File: src/rtl/mult_pkg.sv
// rtl/mult_pkg.sv - shared state type and width helper for the sequential Booth multiplier
package mult_pkg;

    typedef enum logic [1:0] {
        IDLE = 2'd0,
        BUSY = 2'd1,
        DONE = 2'd2
    } state_t;

    // One guard bit above the operand width lets unsigned operands ride through signed Booth recoding.
    function automatic int calc_w1(input int width);
        return width + 1;
    endfunction

endpackage

File: src/rtl/booth_datapath.sv
// rtl/booth_datapath.sv - A/Q/Qprev/M registers with one radix-2 Booth add/sub/shift per step
module booth_datapath #(
    parameter int WIDTH = 8
) (
    input  logic                 clk,
    input  logic                 reset,
    input  logic                 i_load,
    input  logic                 i_clear,
    input  logic                 i_step,
    input  logic                 i_signed_mode,
    input  logic [WIDTH-1:0]     i_multiplicand,
    input  logic [WIDTH-1:0]     i_multiplier,
    output logic [2*WIDTH-1:0]   o_product
);
    import mult_pkg::*;

    localparam int W1 = calc_w1(WIDTH);

    logic [W1-1:0] r_a;
    logic [W1-1:0] r_q;
    logic [W1-1:0] r_m;
    logic          r_qprev;

    logic [W1-1:0] w_m_ext;
    logic [W1-1:0] w_q_ext;
    logic [W1-1:0] w_sum;

    // Operand extension and the Booth add/subtract decision, all modulo 2^W1.
    always_comb begin
        w_m_ext = {i_signed_mode & i_multiplicand[WIDTH-1], i_multiplicand};
        w_q_ext = {i_signed_mode & i_multiplier[WIDTH-1], i_multiplier};
        w_sum   = r_a;
        case ({r_q[0], r_qprev})
            2'b01:   w_sum = r_a + r_m;
            2'b10:   w_sum = r_a - r_m;
            default: w_sum = r_a;
        endcase
    end

    // Register file: clear wins over load, load wins over step; arithmetic shift keeps the sum's MSB.
    always_ff @(posedge clk or posedge reset) begin
        if (reset) begin
            r_a     <= '0;
            r_q     <= '0;
            r_m     <= '0;
            r_qprev <= 1'b0;
        end else if (i_clear) begin
            r_a     <= '0;
            r_q     <= '0;
            r_m     <= '0;
            r_qprev <= 1'b0;
        end else if (i_load) begin
            r_a     <= '0;
            r_q     <= w_q_ext;
            r_m     <= w_m_ext;
            r_qprev <= 1'b0;
        end else if (i_step) begin
            r_a     <= {w_sum[W1-1], w_sum[W1-1:1]};
            r_q     <= {w_sum[0], r_q[W1-1:1]};
            r_qprev <= r_q[0];
        end
    end

    // Low 2*WIDTH bits of the 2*W1-bit {A,Q} result.
    assign o_product = {r_a[WIDTH-2:0], r_q};

endmodule

File: src/rtl/booth_mult_seq.sv
// rtl/booth_mult_seq.sv - sequential radix-2 Booth multiplier with valid/ready handshakes and flush
module booth_mult_seq #(
    parameter int WIDTH = 8
) (
    input  logic                 clk,
    input  logic                 reset,
    input  logic                 flush,
    input  logic                 in_valid,
    output logic                 in_ready,
    input  logic [WIDTH-1:0]     multiplicand,
    input  logic [WIDTH-1:0]     multiplier,
    input  logic                 signed_mode,
    output logic                 out_valid,
    input  logic                 out_ready,
    output logic [2*WIDTH-1:0]   product
);
    import mult_pkg::*;

    localparam int W1 = calc_w1(WIDTH);
    localparam int CW = $clog2(W1 + 1);

    if ((WIDTH < 2) || (WIDTH > 32)) begin : g_bad_width
        $error("booth_mult_seq: WIDTH must be in 2..32");
    end

    state_t          r_state;
    state_t          w_next;
    logic [CW-1:0]   r_cnt;
    logic            w_load;
    logic            w_clear;
    logic            w_step;
    logic [2*WIDTH-1:0] w_product;

    // State register.
    always_ff @(posedge clk or posedge reset) begin
        if (reset) begin
            r_state <= IDLE;
        end else begin
            r_state <= w_next;
        end
    end

    // Next state and datapath strobes; flush overrides both handshakes.
    always_comb begin
        w_next  = r_state;
        w_load  = 1'b0;
        w_clear = 1'b0;
        w_step  = 1'b0;
        if (flush) begin
            w_next  = IDLE;
            w_clear = 1'b1;
        end else begin
            case (r_state)
                IDLE: begin
                    if (in_valid) begin
                        w_load = 1'b1;
                        w_next = BUSY;
                    end
                end
                BUSY: begin
                    w_step = 1'b1;
                    if (r_cnt == CW'(W1 - 1)) begin
                        w_next = DONE;
                    end
                end
                DONE: begin
                    if (out_ready) begin
                        w_next = IDLE;
                    end
                end
                default: begin
                    w_next  = IDLE;
                    w_clear = 1'b1;
                end
            endcase
        end
    end

    // Iteration counter, saturating at W1.
    always_ff @(posedge clk or posedge reset) begin
        if (reset) begin
            r_cnt <= '0;
        end else if (w_clear || w_load) begin
            r_cnt <= '0;
        end else if (w_step && (r_cnt != CW'(W1))) begin
            r_cnt <= r_cnt + 1'b1;
        end
    end

    booth_datapath #(
        .WIDTH (WIDTH)
    ) u_datapath (
        .clk            (clk),
        .reset          (reset),
        .i_load         (w_load),
        .i_clear        (w_clear),
        .i_step         (w_step),
        .i_signed_mode  (signed_mode),
        .i_multiplicand (multiplicand),
        .i_multiplier   (multiplier),
        .o_product      (w_product)
    );

    assign in_ready  = (r_state == IDLE);
    assign out_valid = (r_state == DONE);
    assign product   = out_valid ? w_product : '0;

endmodule

File: config.mk
export PLATFORM = sky130hd
export DESIGN_NAME = booth_mult_seq
export DESIGN_NICKNAME = d
export VERILOG_FILES = /design/src/rtl/mult_pkg.sv /design/src/rtl/booth_datapath.sv /design/src/rtl/booth_mult_seq.sv
export SDC_FILE = /design/constraint.sdc
export NUM_CORES = 1
export LEC_CHECK = 0
export CAP_MARGIN = 20
export CORE_ASPECT_RATIO = 0.75
export CORE_MARGIN = 4
export CORE_UTILIZATION = 24
export CTS_CLUSTER_DIAMETER = 50
export DETAILED_ROUTE_END_ITERATION = 8
export DONT_BUFFER_PORTS = 1
export GPL_ROUTABILITY_DRIVEN = 0
export PLACE_DENSITY_LB_ADDON = 0.08
export SETUP_SLACK_MARGIN = 0.4
export SYNTH_ARGS = -nofsm -noshare
export SYNTH_HDL_FRONTEND = slang
export SYNTH_SLANG_ARGS = --single-unit
export TNS_END_PERCENT = 100
File: constraint.sdc
create_clock -name clk -period 8.3 [get_ports clk]
set_clock_uncertainty 0.1 [all_clocks]
set_input_delay 0.83 -clock clk [delete_from_list [all_inputs] [get_ports clk]]
set_output_delay 0.83 -clock clk [all_outputs]
set_load 0.1 [all_outputs]
==> results of run 1 <==
==> worst paths after layout <==
path | startpoint | to
setup / recovery | r_state[1] | product[10]
min in group asynchronous | reset | u_datapath.r_m[2]
hold reg to reg | u_datapath.r_qprev | u_datapath.r_qprev
hold / removal | u_datapath.r_qprev | u_datapath.r_qprev
setup reg to reg | u_datapath.r_m[0] | u_datapath.r_a[7]
max in group asynchronous | reset | u_datapath.r_a[5]
==> cell type report <==
class                      instances  area [sq um]  share of cell area, %
clock inverter                     1         30.03                  1.242
sequential                        33         825.8                  34.16
tap                              108         135.1                  5.590
timing repair buffer               2         15.01                 0.6211
clock buffer                       7         142.6                  5.901
inverter                           9         33.78                  1.398
multi-input combinational        191          1235                  51.09
==> per-layer routing <==
metal / part of all wire, % / GRT usage, % / wire [um]
met1: 55 / 16.61 / 3114
met2: 40 / 17.71 / 2269
met3: 5.0 / 3.924 / 284
met4: 0.39 / 2.188 / 22
met5: 0 / 0 / 0
==> through the flow <==
| step | util, % | hold WS [ps] | total power, mW | instance area (sq um) | cells |
|---|---|---|---|---|---|
| global placement | 26.21 | 386.1 | 0.3295 | 2245 | 343 |
| floorplan | - | 363.4 | 0.2994 | 2127 | 244 |
| finish | 28.23 | 399.9 | 0.5416 | 2417 | 351 |
| detailed placement | 26.21 | 388.2 | 0.3285 | 2245 | 343 |
| CTS | 28.23 | 403.7 | 0.5520 | 2417 | 351 |
| global route | 28.23 | 415.1 | 0.5783 | 2417 | 351 |
==> cell families after synthesis <==
| logic type | after synthesis | share of synthesized area (%) |
|---|---|---|
| and+or+nand+nor | 105 | 23.35 |
| DFF | 33 | 38.82 |
| buffers and inverters | 20 | 3.588 |
| adders and majority gates | 14 | 8.588 |
| xor gates and xnor gates | 17 | 7.000 |
| muxes | 2 | 1.000 |
| AOI/OAI and AO/OA | 53 | 17.65 |
==> layout by cell type (no fill, tap or decap), types with 4 or more instances in the layout <==
cell type | Yosys | routed
a21oi_1 | 18 | 18
a221oi_1 | 8 | 8
a22o_1 | 4 | 4
and2_1 | 18 | 18
clkbuf_16 | 0 | 5
dfrtp_1 | 33 | 33
ha_1 | 13 | 13
inv_1 | 9 | 9
nand2_1 | 29 | 29
nand2b_1 | 5 | 5
nor2_1 | 37 | 36
o21ai_0 | 6 | 6
o31ai_1 | 5 | 5
xnor2_1 | 9 | 9
xor2_1 | 8 | 8
==> state kept, by name (all words and copies together) (netlist names) <==
| register | cells |
|---|---|
| u_datapath.r_m | 9 |
| u_datapath.r_q | 9 |
| u_datapath.r_a | 8 |
| r_cnt | 4 |
| r_state | 2 |
| u_datapath.r_qprev | 1 |
==> worst max-delay path: cells and delay by family, from the launching register on <==
family        cells  cell delay [ps]
flops             1              430
simple gates      2             1710
==> power groups by stage <==
stage | sequential [mW] | clock (mW) | combinational, mW
2_1_floorplan | 0.184 | 0 | 0.116
3_3_place_gp | 0.189 | 0 | 0.140
3_5_place_dp | 0.189 | 0 | 0.140
4_1_cts | 0.186 | 0.226 | 0.140
5_1_grt | 0.188 | 0.233 | 0.157
6_report | 0.186 | 0.218 | 0.138
==> results_dict.tcl, run 1 <==
set metrics [dict create \
    die_w_um 116.7 \
    die_y_um 89.53 \
    cts_buffers 5 \
    synthDominantCellAreaShare_pct 38.82 \
    coreArea_sq_um 8563 \
    synth_cells 244 \
    hold_viol_final 0 \
    cts_resized 0 \
    period_minus_slack_ps 3359 \
    tns_ps 0 \
    num_vias 1649 \
    hold_buffers 0 \
    end_kind "primary output" \
    holdPathStages 1 \
    layout.nets 278 \
    r2r_cells 11 \
    vias_per_cell 4.698 \
    antenna-diode-count 0 \
    hpwl_um 4146 \
    areaGrowthSynthToFinish_pct 13.65 \
    clkLatencyLatePin_ps 270 \
    synth-main-ff-cell "dfrtp_1" \
    arrival_ps 2430 \
    crit_slowest_cell "and2_1" \
    switching_share_pct 29.88 \
    antenna_found_initial 0 \
    cp.required_ps 7370 \
    maxCapViolations 0 \
    synth_area_per_cell_sq_um 8.717 \
    critPathKind "reg -> out" \
    leakagePower_nw 1.041 \
    power_frac_seq_pct 34.3 \
    cts-root-buf "clkbuf_16" \
    start_util_pct 24.84 \
    ios 40 \
    routed_wl_um 5690 \
    avgRoutedWirePerCell_um 16.21 \
    syn_nets 280 \
    synth_edf_count 0 \
    slowest_delay_ps 890 \
    drt_iter0_drc 82 \
    track_usage_pct 11.78 \
    design.die.area_sq_um 10450 \
    grt_pass1_vias 1779 \
    clock-sinks 33 \
    combinationalPowerShare_pct 25.5 \
    fin_ws_ps 4941 \
    ir_worst_vdd_v 0.00007464 \
    overflow 0 \
    synth_top_area_cell "dfrtp_1" \
    clkPwrFrac_pct 40.2 \
    ys_async_sr_fraction_pct 100.0 \
    yosysMostFrequentCell "nor2_1" \
    setup_viol 0 \
    worst_slew_pin_slew_ps 1059 \
    synthTopCellsByArea "dfrtp_1 (39%), ha_1 (7.6%), nor2_1 (6.5%)" \
    syn_area_sq_um 2127 \
    htree_levels 2 \
    yosysSeqAreaShare_pct 38.82 \
    numPortBuffers 0 \
    cts_buffer_depth 2 \
    synth_cell_types 34 \
    ys_ff_latch 33 \
    route.detailed.drc 0 \
    rrSetupSlack_ps 5230 \
    fin_crit_sh_pct 40.47 \
    timing.slew.headroom_pct 29.31 \
    rsz0062_at_grt "no" \
    rows 29 \
    grt_max_degree 34 \
    switching_power_mw 0.1618 \
    synth_top_cells_by_count "nor2_1 (37), dfrtp_1 (33), nand2_1 (29)" \
    drtPass1Iterations 4 \
    hold_class "reg -> reg" \
    yosys_warnings 0 \
    cts_tree "built" \
    drive_gt1_share_pct 6.584 \
    worstSetupStartpointType "flip-flop" \
    drv_slew 0 \
    drtAntennaViolNets 0 \
    max_freq_mhz 297.7 \
    cp_max_fo 17 \
    cts_setup_buffers 0 \
    crit_path_cell_trace "nor2b_4 -> and2_1" \
    status "complete, no violations" \
    p_per_area_nw_per_um2 224.0 \
    nFillCells 944 \
    path_clk_slew_ps 50 \
    internal-power_mw 0.3797 \
    pre_cts_slack_ps 5177 \
    grt_pass1_wl_um 9446 \
]
Note: power is estimated with default switching activity, not from simulation.
==> run 2, diff against run 1 <==
- clock period: 8.3 -> 3.32 ns (I/O delays scaled with it)
==> run 2 against run 1 <==
Net effect:
- sequential power grew to 2.5 times the previous value
- critical path depth increased by 9
- combinational power rose to 2.7 times the previous value
- core utilization increased by 2.0 points
- total power up 140%
- worst setup slack got worse by 4500 ps
- hold slack got worse by 310 ps
- die area stayed put
- sequential share of layout area fell by 2.2 points
- design area is 7.0% higher
- count of clock-buffer cells in the layout did not move
==> results_dict.tcl, run 2 (same netlist as run 1, synthesis figures left out) <==
set metrics [dict create \
    crit_path_cell_trace "or4_1 -> nor2_2 -> nor2_1 -> xnor2_1 -> ha_1 -> o211ai_2 -> a21oi_2 -> o41ai_4 -> xnor2_1 -> or4_1 -> a21oi_2" \
    route.detailed.drc 0 \
    cts-root-buf "clkbuf_16" \
    routed_wl_um 5573 \
    hpwl_um 4182 \
    slowest_delay_ps 530 \
    p_per_area_nw_per_um2 501.7 \
    fin_crit_sh_pct 86.70 \
    coreArea_sq_um 8563 \
    grt_max_degree 34 \
    leakagePower_nw 1.151 \
    drtAntennaViolNets 0 \
    num_vias 1724 \
    numPortBuffers 0 \
    cts_buffer_depth 2 \
    worstSetupStartpointType "flip-flop" \
    place_area_sq_um 2387 \
    avgRoutedWirePerCell_um 14.94 \
    clock-sinks 33 \
    ir_worst_vdd_v 0.0002180 \
    cts_tree "built" \
    rsz0062_at_grt "yes" \
    setup_viol 0 \
    rows 29 \
    drt_iter0_drc 75 \
    htree_levels 2 \
    hold_class "in -> reg" \
    grt_pass1_wl_um 9177 \
    worst_slew_pin_slew_ps 1063 \
    antenna_found_initial 0 \
    design_area_sq_um 2587 \
    cp_max_fo 5 \
    max_freq_mhz 347.4 \
    final_cell_mix "nor2_1 (35), dfrtp_1 (32), nand2_1 (29)" \
    fin_util_pct 30.22 \
    tns_ps 0 \
    arrival_ps 2980 \
    crit_slowest_cell "or4_1" \
    path_clk_slew_ps 50 \
    clkLatencyLatePin_ps 270 \
    drtPass1Iterations 4 \
    layout.nets 301 \
    maxCapViolations 0 \
    cts_buffers 5 \
    ios 40 \
    antenna-diode-count 0 \
    start_util_pct 24.84 \
    track_usage_pct 11.50 \
    drv_slew 0 \
    period_minus_slack_ps 2878 \
    drive_gt1_share_pct 15.85 \
    multi_input_area_sq_um 1259 \
    vias_per_cell 4.622 \
    timing.slew.headroom_pct 29.06 \
    cp.required_ps 3420 \
    status "complete, no violations" \
    die_y_um 89.53 \
    hold_viol_final 0 \
    grt_pass1_vias 1790 \
    nFillCells 915 \
    regArea_sq_um 827.0 \
    largest_registers "u_datapath.r_m x9, u_datapath.r_q x9, u_datapath.r_a x8" \
    critPathKind "reg -> reg" \
    overflow 0 \
    final_common_cell "nor2_1" \
    areaGrowthSynthToFinish_pct 21.65 \
    end_kind "flip-flop" \
    die_w_um 116.7 \
    design.die.area_sq_um 10450 \
]
==> run 2: area by class of cell <==
| cell class | instances | area share, % |
|---|---|---|
| Multi-Input combinational cell | 191 | 48.65 |
| Tap cell | 108 | 5.222 |
| Inverter | 9 | 1.306 |
| Clock buffer | 7 | 5.513 |
| Timing Repair Buffer | 25 | 7.350 |
| Sequential cell | 33 | 31.96 |
==> run 2: per-stage QoR <==
stage / hold slack (ps) / std cells / total power, mW / setup slack (ps)
floorplan: 360.9 / 244 / 0.7486 / 483.7
global placement: 264.6 / 362 / 0.8262 / 346.6
detailed placement: 256.3 / 362 / 0.8252 / 342.4
CTS: 81.54 / 372 / 1.304 / 421.5
global route: 87.85 / 373 / 1.383 / 319.7
finish: 85.13 / 373 / 1.298 / 441.5
==> run 2: worst paths after layout <==
path                                    start            endpoint  slack, ps  cells after the start
setup / recovery            u_datapath.r_m[1]   u_datapath.r_a[7]        440                     11
hold / removal                multiplicand[7]   u_datapath.r_m[7]         90                      2
setup reg to reg            u_datapath.r_m[1]   u_datapath.r_a[7]        440                     11
hold reg to reg            u_datapath.r_qprev  u_datapath.r_qprev        410                      1
max in group asynchronous               reset   u_datapath.r_m[2]       2300                      3
min in group asynchronous               reset   u_datapath.r_q[2]        490                      3
==> run 2: timing repair <==
item                                    in CTS  in global routing
buffers inserted                             2                  1
endpoints found under the setup margin       1                  1
pin swaps                                    1                  3
cloned                                       0                  0
hold endpoints to repair                    33                  0
hold buffers                                 1                  0
resized for setup                            2                  5
==> run 2: power by group <==
group / switching, mW / internal (mW)
clock network: 0.161 / 0.294
registers: 0.0332 / 0.432
logic: 0.215 / 0.163
==> run 2: metal layers <==
layer / wire length [um] / GRT usage (%)
met5: 0 / 0
met4: 43 / 3.125
met3: 244 / 2.977
met2: 2181 / 15.54
met1: 3104 / 17.75
==> run 2: worst max-delay path, delay by kind of cell, from the launching register on <==
family                   cells  cell delay, ps
AO/OA/AOI/OAI                4             590
XOR/XNOR                     2             240
adder cells (fa/ha/maj)      1             330
flip-flops                   1             410
AND/OR/NAND/NOR              4            1120
